**src/rtl/dffram_arb_pkg.sv**
```systemverilog
// Shared types and helpers for the DFFRAM port arbiter.
// Holds the arbitration state enum, programmer write bundle and mask helper.
package dffram_arb_pkg;

  localparam int ARB_ADDR_W = 8;

  typedef enum logic {
    PROG_PRI,
    CORE_PRI
  } arb_state_e;

  typedef struct packed {
    logic [ARB_ADDR_W-1:0] addr;
    logic [31:0]           data;
  } prog_wr_t;

  // A byte lane is written when any bit of its mask byte is set
  function automatic logic [3:0] mask_to_be(input logic [31:0] m);
    logic [3:0] be;
    for (int k = 0; k < 4; k++) begin
      be[k] = |m[8*k +: 8];
    end
    return be;
  endfunction

endpackage

```
**src/rtl/dffram_port_arbiter_prog_wr_fifo.sv**
```systemverilog
// Synchronous FIFO buffering programmer writes.
// Push while full is accepted only when a pop happens on the same edge.
module prog_wr_fifo #(
  parameter int W     = 40,
  parameter int DEPTH = 2
) (
  input  logic         clk,
  input  logic         rst,
  input  logic         push,
  input  logic         pop,
  input  logic [W-1:0] din,
  output logic [W-1:0] dout,
  output logic         full,
  output logic         empty
);

  localparam int PW    = $clog2(DEPTH);
  localparam int PTR_W = PW + 1;

  logic [W-1:0]     mem [DEPTH];
  logic [PTR_W-1:0] wr_ptr;
  logic [PTR_W-1:0] rd_ptr;
  logic             do_push;
  logic             do_pop;

  assign empty = (wr_ptr == rd_ptr);
  assign full  = (wr_ptr[PW] != rd_ptr[PW]) &&
                 (wr_ptr[PW-1:0] == rd_ptr[PW-1:0]);

  assign do_pop  = pop && !empty;
  assign do_push = push && (!full || do_pop);
  assign dout    = mem[rd_ptr[PW-1:0]];

  always_ff @(posedge clk or posedge rst) begin
    if (rst) begin
      wr_ptr <= '0;
      rd_ptr <= '0;
    end else begin
      if (do_push) wr_ptr <= wr_ptr + PTR_W'(1);
      if (do_pop)  rd_ptr <= rd_ptr + PTR_W'(1);
    end
  end

  always_ff @(posedge clk) begin
    if (do_push) mem[wr_ptr[PW-1:0]] <= din;
  end

endmodule

```
**src/rtl/dffram_port_arbiter.sv**
```systemverilog
// Shares one DFFRAM between the core port and the buffered boot programmer.
// Optional perf counters are enabled with DFFRAM_ARB_PERF_EN.
module dffram_port_arbiter
  import dffram_arb_pkg::*;
#(
  parameter int ADDR_W     = ARB_ADDR_W,
  parameter int FIFO_DEPTH = 2,
  parameter int MAX_STREAK = 4
) (
  input  logic              clk_i,
  input  logic              rst_i,
  input  logic              core_req_i,
  input  logic              core_we_i,
  input  logic [ADDR_W-1:0] core_addr_i,
  input  logic [31:0]       core_wdata_i,
  input  logic [31:0]       core_wmask_i,
  output logic              core_gnt_o,
  output logic              core_rvalid_o,
  output logic [31:0]       core_rdata_o,
  input  logic              prog_we_i,
  input  logic [ADDR_W-1:0] prog_addr_i,
  input  logic [31:0]       prog_wdata_i,
  output logic              prog_busy_o,
  output logic              prog_ovf_o,
  output logic              ram_en_o,
  output logic [3:0]        ram_we_o,
  output logic [ADDR_W-1:0] ram_a_o,
  output logic [31:0]       ram_di_o,
  input  logic [31:0]       ram_do_i
`ifdef DFFRAM_ARB_PERF_EN
  ,
  output logic [15:0]       perf_core_stall_o,
  output logic [15:0]       perf_prog_grant_o
`endif
);

  localparam int SW = $clog2(MAX_STREAK + 1);

  arb_state_e      state;
  arb_state_e      state_nxt;
  logic [SW-1:0]   streak;
  logic [SW-1:0]   streak_nxt;
  logic            prog_gnt;
  logic            core_gnt;
  logic            fifo_full;
  logic            fifo_empty;
  prog_wr_t        wr_in;
  prog_wr_t        head;

  assign wr_in = '{addr: ARB_ADDR_W'(prog_addr_i), data: prog_wdata_i};

  prog_wr_fifo #(
    .W     ($bits(prog_wr_t)),
    .DEPTH (FIFO_DEPTH)
  ) u_fifo (
    .clk   (clk_i),
    .rst   (rst_i),
    .push  (prog_we_i),
    .pop   (prog_gnt),
    .din   (wr_in),
    .dout  (head),
    .full  (fifo_full),
    .empty (fifo_empty)
  );

  always_comb begin
    prog_gnt   = 1'b0;
    core_gnt   = 1'b0;
    state_nxt  = PROG_PRI;
    streak_nxt = streak;
    if (!rst_i) begin
      unique case (state)
        PROG_PRI: begin
          if (!fifo_empty) prog_gnt = 1'b1;
          else             core_gnt = core_req_i;
        end
        CORE_PRI: begin
          if (core_req_i) core_gnt = 1'b1;
          else            prog_gnt = !fifo_empty;
        end
      endcase
    end
    if (core_gnt || !core_req_i) streak_nxt = '0;
    else if (prog_gnt)           streak_nxt = streak + SW'(1);
    // Streak exhausted: the core owns the next slot
    if (streak_nxt == SW'(MAX_STREAK)) begin
      state_nxt  = CORE_PRI;
      streak_nxt = '0;
    end
  end

  always_comb begin
    ram_en_o = prog_gnt || core_gnt;
    ram_we_o = '0;
    ram_a_o  = '0;
    ram_di_o = '0;
    if (prog_gnt) begin
      ram_we_o = 4'hF;
      ram_a_o  = ADDR_W'(head.addr);
      ram_di_o = head.data;
    end else if (core_gnt) begin
      ram_we_o = core_we_i ? mask_to_be(core_wmask_i) : 4'h0;
      ram_a_o  = core_addr_i;
      ram_di_o = core_wdata_i;
    end
  end

  always_ff @(posedge clk_i or posedge rst_i) begin
    if (rst_i) begin
      state         <= PROG_PRI;
      streak        <= '0;
      core_rvalid_o <= 1'b0;
      prog_ovf_o    <= 1'b0;
    end else begin
      state         <= state_nxt;
      streak        <= streak_nxt;
      core_rvalid_o <= core_gnt && !core_we_i;
      if (prog_we_i && fifo_full && !prog_gnt) prog_ovf_o <= 1'b1;
    end
  end

  assign core_gnt_o   = core_gnt;
  assign core_rdata_o = ram_do_i;
  assign prog_busy_o  = !fifo_empty;

`ifdef DFFRAM_ARB_PERF_EN
  always_ff @(posedge clk_i or posedge rst_i) begin
    if (rst_i) begin
      perf_core_stall_o <= '0;
      perf_prog_grant_o <= '0;
    end else begin
      if (core_req_i && !core_gnt && perf_core_stall_o != 16'hFFFF)
        perf_core_stall_o <= perf_core_stall_o + 16'd1;
      if (prog_gnt && perf_prog_grant_o != 16'hFFFF)
        perf_prog_grant_o <= perf_prog_grant_o + 16'd1;
    end
  end
`endif

endmodule

```
**config.mk**
```make
export PLATFORM = sky130hd
export DESIGN_NAME = dffram_port_arbiter
export DESIGN_NICKNAME = d
export VERILOG_FILES = /design/src/rtl/dffram_arb_pkg.sv /design/src/rtl/dffram_port_arbiter_prog_wr_fifo.sv /design/src/rtl/dffram_port_arbiter.sv
export SDC_FILE = /design/constraint.sdc
export NUM_CORES = 1
export LEC_CHECK = 0
export BUFFER_PORTS_ARGS = -buffer_cell sky130_fd_sc_hd__buf_2
export CAP_MARGIN = 15
export CELL_PAD_IN_SITES_DETAIL_PLACEMENT = 2
export CELL_PAD_IN_SITES_GLOBAL_PLACEMENT = 2
export CORE_MARGIN = 10
export CORE_UTILIZATION = 27
export DETAILED_ROUTE_END_ITERATION = 12
export PLACE_DENSITY = 0.78
export SLEW_MARGIN = 20
export SYNTH_ARGS = -nofsm -noshare
export SYNTH_HDL_FRONTEND = slang
export SYNTH_SLANG_ARGS = --single-unit
```
**constraint.sdc**
```tcl
create_clock -name clk_i -period 4.77 [get_ports clk_i]
set_input_delay 0.2385 -clock clk_i [delete_from_list [all_inputs] [get_ports clk_i]]
set_output_delay 0.2385 -clock clk_i [all_outputs]
set_load 0.05 [all_outputs]
```
==> results.txt <==
first-pass GRT wire length: 20100 microns
worst endpoint data arrival time: 2.95 ns
max_slew headroom: 0.489
GP Congestion: 0.749
port bufs: 165
gr ovfl total: 0
crit-path max FO: 40
Hold Path Depth: 1
CTS resizes: 0
CTS Buffer Depth: 2
Routed WL: 13600 microns
wire per inst: 22.2 microns
FF-to-FF setup slack: 2.37 ns
Peak VDD IR: 0.000397 V
WS Path Type: input port to output port
Initial Util: 0.273
DRT antenna net count: 0
Hold Path Class: input port to flop
data required time of the worst path: 4.53 ns
Worst Clk Skew: 0.00697 ns
sequential share of the synthesized area: 0.645
die area: 20600 sq um
cell area power density: 753 nW/um^2
clock-pin slew on the worst setup and hold paths: 0.06 ns
r2r endpoint: u_fifo.mem[1][35]$_DFFE_PP_
RSZ-0062 raised after global routing: false
Detail Placement HPWL: 9970 microns
I/O pin cnt: 230
post-layout minimum cycle time: 3.19 ns
via count: 3007
Leakage: 2.29 nW
root buf cell: clkbuf_16
Slew @ Worst Pin: 0.765 ns
gr usage total: 0.129
FMAX: 0.313 GHz
# setup viols final: 0
fin cells: 611
Worst Setup Start Kind: input port
Setup TNS Final: 0 ns
share of cells above drive strength 1: 0.473
hold path start: prog_wdata_i[20]
initial drt markers: 107
Num CTS Buffers: 9
commonest cells after routing, fill and taps aside: 165 x buf_2, 80 x edfxtp_1, 43 x and3_1
vias in the first global route: 3444
Critical Path Sink Type: output port
Hold EP: u_fifo.mem[1][20]$_DFFE_PP_
Mapped Nets: 434
worst-skew pair later-pin latency: 0.34 ns
r2r startpoint: u_fifo.wr_ptr[1]$_DFFE_PP0N_
synth unique cells: 36
status: finished, final reports clean
max-slew violation count: 0
core footprint: 15100 sq um
DRC viols: 0
syn avg cell area: 14.5 sq um
Layout area overhead: 27.5%
FF-to-FF path depth: 4
Tcrit/Tclk final: 0.669
final hold vios: 0
Cells after DPL: 591
Die W: 143 microns
WHS: 0.0810 ns
CTS tree: done
Via-to-Cell Ratio: 4.92
synthesis-stage register bit count: 90
die height: 143 microns
drt first pass iters: 4
Synth Warn #: 0
nets: 566
CTS sink cnt: 90
most common cell after layout, fill and taps aside: buf_2
num rows: 45
H-tree depth: 3
Max Cap Violations: 0
cell area after synthesis: 4110 sq um
Cells after Synth: 284
largest net degree at the start of global routing: 48
initial antenna violation count: 3
## critical path: stages
cell	delay [ns]
dlygate4sd3_1	0.53
buf_2	0.16
a21o_1	0.20
a21oi_4	0.61
and2b_4	0.65
a221o_1	0.28
buf_2	0.28
## cells in the mapped netlist
cell type,count,area [sq um]
a21oi_2,2,17.5
nand2_1,10,37.5
o21ai_0,2,10.0
a21o_1,1,7.51
inv_1,3,11.3
o31ai_1,1,7.51
ha_1,1,12.5
o31ai_2,1,12.5
nor2_1,4,15.0
nor4_1,9,56.3
and3_1,43,269
and2b_4,1,10.0
nor3b_1,1,7.51
xnor2_2,2,32.5
a21o_2,1,8.76
nor2_2,1,6.26
a21bo_2,1,10.0
a31o_1,4,35.0
xnor2_1,2,17.5
xor2_1,2,17.5
a31o_2,1,8.76
a21oi_1,3,15.0
clkbuf_1,8,30.0
nand2b_1,1,6.26
edfxtp_1,80,2400
buf_6,4,45.0
or2_1,2,12.5
a2111oi_4,1,27.5
a221o_1,40,400
dfrtp_1,10,250
nor3_1,1,5.00
buf_4,32,240
a2111oi_2,1,15.0
o221a_1,1,11.3
buf_2,6,30.0
mux2_2,1,11.3
## timing repair
item,4_1_cts,5_1_grt
hold endpoints to repair,10,0
buffers inserted,0,0
hold buffers,1,0
## flip-flops by register name (all words and copies together), names as in the netlist
| name | count |
|---|---|
| u_fifo.mem | 80 |
| streak | 3 |
| u_fifo.rd_ptr | 2 |
| u_fifo.wr_ptr | 2 |
| core_rvalid_o | 1 |
| prog_ovf_o | 1 |
| state | 1 |
## worst max-delay path by stage
stage	slack, ns	endpoint	start	cells after the start
2_1_floorplan	1.46	u_fifo.mem[1][0]$_DFFE_PP_	u_fifo.wr_ptr[1]$_DFFE_PP0N_	3
3_3_place_gp	2.01	ram_a_o[1]	u_fifo.wr_ptr[0]$_DFFE_PP0N_	5
3_5_place_dp	1.89	ram_a_o[1]	u_fifo.wr_ptr[0]$_DFFE_PP0N_	5
4_1_cts	1.53	ram_a_o[1]	u_fifo.wr_ptr[0]$_DFFE_PP0N_	5
5_1_grt	1.41	ram_di_o[22]	rst_i	7
6_report	1.58	ram_a_o[1]	rst_i	7
## layer usage
metal,part of all wire,track usage,vias up
li1,-,-,1376
met1,0.37,0.132,1471
met2,0.51,0.221,108
met3,0.089,0.0571,50
met4,0.032,0.0607,2
met5,0.00089,0,-
## cell type report
class,instances,area (sq um)
tap,188,235
sequential,90,2650
multi-input combinational,141,1130
clock inverter,5,78.8
fill,1596,9850
timing repair buffer,171,893
clock buffer,11,233
inverter,3,11.3
antenna,2,5.00
## logic make-up (layout without fill, tap and decap cells)
logic type | count (synthesis) | count (layout) | share of synthesized area
adder cells (fa/ha/maj) | 1 | 1 | 0.00304
flip-flops | 90 | 90 | 0.645
other | 0 | 2 | 0
AO/OA/AOI/OAI | 60 | 60 | 0.143
AND/OR/NAND/NOR | 73 | 73 | 0.103
XOR/XNOR | 6 | 6 | 0.0164
buffers and inverters | 53 | 190 | 0.0867
multiplexers | 1 | 1 | 0.00274
## metrics by stage
step                      power [mW]  area, sq um  setup WS [ns]  utilization
after floorplan                 2.79         4110           1.46            -
after global placement          3.17         4890           2.01        0.324
after detailed placement        3.23         4890           1.89        0.324
after CTS                       4.00         5210           1.53        0.345
after global routing            4.15         5240           1.41        0.347
final                           3.95         5240           1.58        0.348
## report_power, final
group          switching (mW)  total, mW  internal [mW]
Combinational            1.53       2.06          0.531
Sequential             0.0693       1.14           1.07
Clock                   0.290      0.748          0.458
Total                    1.89       3.95           2.06
Power figures use the tool's default switching activity.
